**config.mk**
```make
export PLATFORM = sky130hd
export DESIGN_NAME = hack_encoder_flat
export DESIGN_NICKNAME = d
export VERILOG_FILES = /design/src/rtl/hack_encoder_if.sv /design/src/rtl/hack_encoder.sv /design/src/flat_wrapper.sv
export SDC_FILE = /design/constraint.sdc
export NUM_CORES = 1
export LEC_CHECK = 0
export BUFFER_PORTS_ARGS = -buffer_cell sky130_fd_sc_hd__buf_2
export CAP_MARGIN = 0
export CELL_PAD_IN_SITES_DETAIL_PLACEMENT = 1
export CELL_PAD_IN_SITES_GLOBAL_PLACEMENT = 1
export CORE_MARGIN = 10
export CORE_UTILIZATION = 40
export DETAILED_ROUTE_END_ITERATION = 16
export PLACE_DENSITY_LB_ADDON = 0.1
export SLEW_MARGIN = 0
export SYNTH_ARGS = -nofsm -noshare
export SYNTH_HDL_FRONTEND = slang
export SYNTH_SLANG_ARGS = --single-unit
```
**constraint.sdc**
```tcl
create_clock -name clk -period 5.1 [get_ports clk]
set_clock_uncertainty 0.1 [all_clocks]
set_input_delay 0.765 -clock clk [delete_from_list [all_inputs] [get_ports clk]]
set_output_delay 0.765 -clock clk [all_outputs]
set_load 0.05 [all_outputs]
```
**src/rtl/hack_encoder_if.sv**
```systemverilog
// Record-in / ROM-write-out handshake bundle for the Hack encoder.
interface hack_encoder_if #(
  parameter int unsigned ADDR_W = 15
);
  logic              in_valid;
  logic              in_ready;
  logic              in_is_c;
  logic [14:0]       in_value;
  logic [4:0]        in_comp;
  logic [2:0]        in_dest;
  logic [2:0]        in_jump;
  logic              out_valid;
  logic              out_ready;
  logic [ADDR_W-1:0] out_addr;
  logic [15:0]       out_instr;

  // Encoder side: consumes records, produces ROM writes.
  modport master (
    input  in_valid, in_is_c, in_value, in_comp, in_dest, in_jump, out_ready,
    output in_ready, out_valid, out_addr, out_instr
  );

  // Environment side: produces records, consumes ROM writes.
  modport slave (
    output in_valid, in_is_c, in_value, in_comp, in_dest, in_jump, out_ready,
    input  in_ready, out_valid, out_addr, out_instr
  );
endinterface

```
**src/rtl/hack_encoder.sv**
```systemverilog
// Hack assembler back end: encodes A/C field records into 16-bit instructions
// and emits them as sequential ROM writes through a single output register.
module hack_encoder #(
  parameter int unsigned DEPTH  = 32768,
  parameter int unsigned ADDR_W = 15
) (
  input  logic            clk,
  input  logic            reset,
  input  logic            clear,
  hack_encoder_if.master  bus,
  output logic [ADDR_W:0] count,
  output logic            full,
  output logic            err_comp
);

  localparam logic [ADDR_W:0] DepthC   = (ADDR_W + 1)'(DEPTH);
  localparam logic [ADDR_W:0] CountOne = (ADDR_W + 1)'(1);

  logic              out_valid_q, out_valid_d;
  logic [ADDR_W-1:0] out_addr_q, out_addr_d;
  logic [15:0]       out_instr_q, out_instr_d;
  logic [ADDR_W:0]   count_q, count_d;
  logic              full_q, full_d;
  logic              err_q, err_d;

  logic accept, comp_bad, emit, taken;
  logic [6:0]  acomp;
  logic [15:0] enc;

  // Mnemonic index -> {a, c1..c6}; 18..27 are the M forms of the A mnemonics.
  function automatic logic [6:0] comp_bits(input logic [4:0] idx);
    logic [6:0] r;
    case (idx)
      5'd0:    r = 7'b0101010;
      5'd1:    r = 7'b0111111;
      5'd2:    r = 7'b0111010;
      5'd3:    r = 7'b0001100;
      5'd4:    r = 7'b0110000;
      5'd5:    r = 7'b0001101;
      5'd6:    r = 7'b0110001;
      5'd7:    r = 7'b0001111;
      5'd8:    r = 7'b0110011;
      5'd9:    r = 7'b0011111;
      5'd10:   r = 7'b0110111;
      5'd11:   r = 7'b0001110;
      5'd12:   r = 7'b0110010;
      5'd13:   r = 7'b0000010;
      5'd14:   r = 7'b0010011;
      5'd15:   r = 7'b0000111;
      5'd16:   r = 7'b0000000;
      5'd17:   r = 7'b0010101;
      5'd18:   r = 7'b1110000;
      5'd19:   r = 7'b1110001;
      5'd20:   r = 7'b1110011;
      5'd21:   r = 7'b1110111;
      5'd22:   r = 7'b1110010;
      5'd23:   r = 7'b1000010;
      5'd24:   r = 7'b1010011;
      5'd25:   r = 7'b1000111;
      5'd26:   r = 7'b1000000;
      5'd27:   r = 7'b1010101;
      default: r = 7'b0000000;
    endcase
    return r;
  endfunction

  // Handshake decode and instruction encoding.
  always_comb begin
    bus.in_ready = !reset && !full_q && (!out_valid_q || bus.out_ready);
    accept       = bus.in_valid && bus.in_ready;
    comp_bad     = bus.in_is_c && (bus.in_comp >= 5'd28);
    emit         = accept && !comp_bad;
    taken        = out_valid_q && bus.out_ready;
    acomp        = comp_bits(bus.in_comp);
    enc          = bus.in_is_c ? {3'b111, acomp, bus.in_dest, bus.in_jump}
                               : {1'b0, bus.in_value};
  end

  // Next state: clear wins, otherwise load on emit or drain on a taken write.
  always_comb begin
    out_valid_d = out_valid_q;
    out_addr_d  = out_addr_q;
    out_instr_d = out_instr_q;
    count_d     = count_q;
    full_d      = full_q;
    err_d       = err_q;
    if (clear) begin
      out_valid_d = 1'b0;
      count_d     = '0;
      full_d      = 1'b0;
      err_d       = 1'b0;
    end else begin
      if (emit) begin
        out_valid_d = 1'b1;
        out_addr_d  = count_q[ADDR_W-1:0];
        out_instr_d = enc;
        count_d     = count_q + CountOne;
        full_d      = (count_q + CountOne) == DepthC;
      end else if (taken) begin
        out_valid_d = 1'b0;
      end
      if (accept && comp_bad) begin
        err_d = 1'b1;
      end
    end
  end

  // State registers with asynchronous reset.
  always_ff @(posedge clk or posedge reset) begin
    if (reset) begin
      out_valid_q <= 1'b0;
      out_addr_q  <= '0;
      out_instr_q <= '0;
      count_q     <= '0;
      full_q      <= 1'b0;
      err_q       <= 1'b0;
    end else begin
      out_valid_q <= out_valid_d;
      out_addr_q  <= out_addr_d;
      out_instr_q <= out_instr_d;
      count_q     <= count_d;
      full_q      <= full_d;
      err_q       <= err_d;
    end
  end

  assign bus.out_valid = out_valid_q;
  assign bus.out_addr  = out_addr_q;
  assign bus.out_instr = out_instr_q;
  assign count         = count_q;
  assign full          = full_q;
  assign err_comp      = err_q;

endmodule

```
**src/flat_wrapper.sv**
```systemverilog
// flat-port wrapper written by rule: the top's interface ports become plain ports
module hack_encoder_flat 
#(
  parameter int unsigned DEPTH  = 32768,
  parameter int unsigned ADDR_W = 15
)
  (clk, reset, clear, count, full, err_comp, bus_in_valid, bus_in_is_c, bus_in_value, bus_in_comp, bus_in_dest, bus_in_jump, bus_out_ready, bus_in_ready, bus_out_valid, bus_out_addr, bus_out_instr);
  hack_encoder_if #(.ADDR_W(ADDR_W)) bus_i ();
  input  logic clk;
  input  logic reset;
  input  logic clear;
  output logic [ADDR_W:0] count;
  output logic full;
  output logic err_comp;
  input wire logic [$bits(bus_i.in_valid)-1:0] bus_in_valid;
  input wire logic [$bits(bus_i.in_is_c)-1:0] bus_in_is_c;
  input wire logic [$bits(bus_i.in_value)-1:0] bus_in_value;
  input wire logic [$bits(bus_i.in_comp)-1:0] bus_in_comp;
  input wire logic [$bits(bus_i.in_dest)-1:0] bus_in_dest;
  input wire logic [$bits(bus_i.in_jump)-1:0] bus_in_jump;
  input wire logic [$bits(bus_i.out_ready)-1:0] bus_out_ready;
  output wire logic [$bits(bus_i.in_ready)-1:0] bus_in_ready;
  output wire logic [$bits(bus_i.out_valid)-1:0] bus_out_valid;
  output wire logic [$bits(bus_i.out_addr)-1:0] bus_out_addr;
  output wire logic [$bits(bus_i.out_instr)-1:0] bus_out_instr;
  assign bus_i.in_valid = bus_in_valid;
  assign bus_i.in_is_c = bus_in_is_c;
  assign bus_i.in_value = bus_in_value;
  assign bus_i.in_comp = bus_in_comp;
  assign bus_i.in_dest = bus_in_dest;
  assign bus_i.in_jump = bus_in_jump;
  assign bus_i.out_ready = bus_out_ready;
  assign bus_in_ready = bus_i.in_ready;
  assign bus_out_valid = bus_i.out_valid;
  assign bus_out_addr = bus_i.out_addr;
  assign bus_out_instr = bus_i.out_instr;
  hack_encoder #(.DEPTH(DEPTH), .ADDR_W(ADDR_W)) u_core (.clk(clk), .reset(reset), .clear(clear), .bus(bus_i), .count(count), .full(full), .err_comp(err_comp));
endmodule
```
==> reports/summary.md <==
The flow ran to the end, and the final reports show no timing, DRC or antenna violations. In this run, distinct cell masters in the synthesized netlist total 42. CTS saw 50 sinks. The floorplan step defined a die boundary enclosing 0.0105 sq mm. The logs give 0 for the setup fix buffers added after clock tree synthesis and 0 for the max-capacitance violation count.

At the end of routability-driven placement, the weighted congestion stood at 0.798. Gates resized during post-CTS repair numbered 0. For this run, design rule violations remaining after detail routing come to 0. Synthesis inferred 50 register bits. After technology mapping, the gate count stands at 318. Measured against its own limit, the worst slew margin works out to 29.7%. The detail route stage leaves a number of antenna-violating nets equal to 0. The initial antenna violation count is 0, and the vias after detailed routing is 2462. Final number of max-transition violations: 0. Of all flip-flops after synthesis, the portion carrying an async set or reset was 100%. Of all nets on the critical path, the largest fanout is 20. The later-pin clock latency in the skew report was 0.31 ns. In the synthesized netlist the dominant register cell turns out to be dfrtp_1. The final setup violation count is 0. TritonCTS built the clock tree.

The final critical path takes up 53.3% of the cycle. The worst voltage drop across the vdd grid was 156 uV; the average detailed-routed wire length per instance was 17.3 microns. At the end of the flow, the number of nets in the layout was 422. The transition at the pin with the smallest max-transition slack works out to 1.05 ns. Yosys printed 0 warnings.

The static leakage power is 1.68 nW. After floorplanning, the core was sized to cover 0.00646 sq mm. STA classifies the critical path startpoint as an input pin. Data on the critical path is required at its endpoint by 5.19 ns. The pin count of the biggest net entering global routing is 51. Of the synthesized area, sequential elements account for 46.0%. Buffers inserted during clock tree synthesis total 5. For the DRC marker count from the first detailed-route iteration, the log shows 94. In this run the deepest clock path goes through 2 buffers. In this run the tool buffered the top-level ports with 82 buffer cells. Worst hold-check path type: reg -> reg. For this run the aggregate overflow at the end of global routing stands at 0. Derived from the worst setup path, the maximum achievable clock frequency is 368 MHz. Placed cell area: 0.00314 sq mm. The run gives 356 as the post-synth net total.

In this run the clock root is driven by a clkbuf_8. The clock period could shrink to 2.72 ns. The number of buffers inserted by hold repair at cts is 0, and the number of iterations in the first detailed-routing pass is 4. For the number of failing hold endpoints at the final stage, the log shows 0. Cells with a size suffix above 1 make up 26.0% of the layout.

The total wire length is 8010 microns. The critical path capture point type is a flop. Global routing consumed, over all layers together, 15.6% of the routing resources. For the detailed-placement wirelength estimate, the log shows 6080 microns. In the final timing run, aggregate negative setup slack is 0 ns. In this run the mean area of a mapped cell was 8.55 sq um. Pin placement for this block handled 83 I/O pins. The antenna diode count is 0.

Synthesized cell area: 0.00272 sq mm. The tools report the number of global-route vias before repair as 2642. Dividing the detail-routed via count by the number of cells gives 5.33. The post-route cell area was 0.00324 sq mm; the initial cell density of the core was 42.1%. In this run the horizontal extent of the chip is 102 microns. The die outline height was 102 microns. Clock-pin slew was measured on the worst setup and hold paths at 0.10 ns.

Setup repair after global routing left no endpoint under its margin. The areal power density over the cells is 292 mW/mm^2. The area growth from synthesis to layout is 19.2%.

The number of enable-type register cells in the synthesized netlist came out at 0. The first global-routing pass estimated 13200 microns of wire. Row generation in the floorplan step produced 29 rows. Data on the critical path arrives at its endpoint at 2.81 ns. The type of the worst setup path was in -> reg. For the H-tree depth, the log shows 2.
-- report_power, final --
part | leakage (nW) | internal [W] | total, W | switching [W]
logic | 0.953 | 0.0000558 | 0.000240 | 0.000184
registers | 0.669 | 0.000426 | 0.000444 | 0.0000185
clock network | 0.0544 | 0.000125 | 0.000263 | 0.000138
-- cells by family (layout without fill, tap and decap cells) --
logic type	Yosys count	count (layout)	share of synthesized area [%]
simple gates	153	153	25.5
compound gates	54	54	13.0
flops	50	50	46.0
buf+inv	32	99	4.79
xor+xnor	14	14	4.51
mux	9	9	3.36
fa+ha+maj	6	6	2.76
-- critical path, cell delays in order --
cell and delay (ns):
buf_2 0.22, nand4_1 0.14, and4_1 0.42, nand2_1 0.48, a221o_1 0.44, o41ai_2 0.34
-- sequential cells by signal, indices dropped and copies added (netlist names) --
register	cells
u_core.full	1
u_core.count	16
u_core.err_comp	1
u_core.bus.out_instr	16
u_core.bus.out_addr	15
u_core.bus.out_valid	1
-- synthesized netlist by cell type, drive strengths merged, types with 2 or more instances --
cell type / n / area share, %
a211oi: 5 / 1.4
nor2: 27 / 3.7
nor4: 2 / 0.46
a311oi: 2 / 0.64
ha: 6 / 2.8
buf: 6 / 1.2
mux2i: 8 / 2.9
or3: 8 / 1.9
nand3: 8 / 1.8
xnor2: 8 / 2.6
o21ai: 18 / 3.3
and2: 2 / 0.51
o211ai: 4 / 1.1
a21oi: 10 / 1.8
o311ai: 3 / 0.97
a31oi: 5 / 1.2
xor2: 6 / 1.9
and4: 3 / 0.97
nor3: 9 / 1.7
inv: 7 / 0.97
dfrtp: 50 / 46
nand2: 81 / 11
clkbuf: 19 / 2.6
nand4: 7 / 1.6
-- worst paths after layout --
kind	startpoint	to	slack, ns	depth (start not counted)
max in group asynchronous	reset	u_core.bus.out_instr[8]$_DFFE_PP0P_	3.63	2
worst max-delay path	bus_in_is_c	u_core.full$_DFFE_PP0P_	2.38	6
worst max register to register	u_core.full$_DFFE_PP0P_	u_core.full$_DFFE_PP0P_	2.59	5
worst min-delay path	u_core.bus.out_instr[14]$_DFFE_PP0P_	u_core.bus.out_instr[14]$_DFFE_PP0P_	0.38	2
worst min register to register	u_core.bus.out_instr[14]$_DFFE_PP0P_	u_core.bus.out_instr[14]$_DFFE_PP0P_	0.38	2
min in group asynchronous	reset	u_core.count[1]$_DFFE_PP0P_	0.62	2
-- routing by layer --
metal  vias to the layer above  track usage (%)  share of wire (%)
met1                      1170             17.9                 43
li1                       1217                -                  -
met2                        71             27.7                 49
met3                         4             4.99                6.7
met5                         -                0                  0
met4                         0             3.36               0.55
-- placed cells by master, fill, tap and decap left out, types with 2 or more instances in the layout --
cell / instances
o21ai_0: 18
a311oi_1: 2
clkbuf_8: 7
nor3_1: 9
ha_1: 6
nand3_2: 2
xor2_1: 6
mux2i_1: 8
dfrtp_1: 50
nand2_1: 81
nand4_1: 7
a211oi_1: 5
buf_4: 2
a31oi_1: 5
nor2_1: 27
o311ai_0: 3
buf_2: 82
nand3_1: 6
and4_1: 3
or3_1: 7
inv_1: 6
xnor2_1: 8
o211ai_1: 4
a21oi_1: 10
nor4_1: 2
-- per-stage QoR --
| step | power (W) | utilization (%) | instances | worst slack (ns) | hold WS [ns] |
|---|---|---|---|---|---|
| finish | 0.000947 | 50.2 | 462 | 2.38 | 0.377 |
| detailed placement | 0.000696 | 48.5 | 454 | 2.04 | 0.363 |
| global route | 0.000996 | 50.2 | 462 | 2.20 | 0.416 |
| global placement | 0.000691 | 48.5 | 454 | 2.02 | 0.349 |
| CTS | 0.000960 | 50.2 | 462 | 2.35 | 0.387 |
| floorplan | 0.000625 | - | 318 | 2.58 | 0.641 |
-- area by class of cell --
| class | instances | area (sq um) |
|---|---|---|
| fillers | 809 | 3220 |
| multi-input cells | 236 | 1340 |
| flip-flops and latches | 50 | 1250 |
| repair buffers | 84 | 425 |
| clock buffers | 7 | 96.3 |
| well taps | 77 | 96.3 |
| inverters | 7 | 26.3 |
| clock inverters | 1 | 8.76 |
Note: power is estimated with default switching activity, not from simulation.
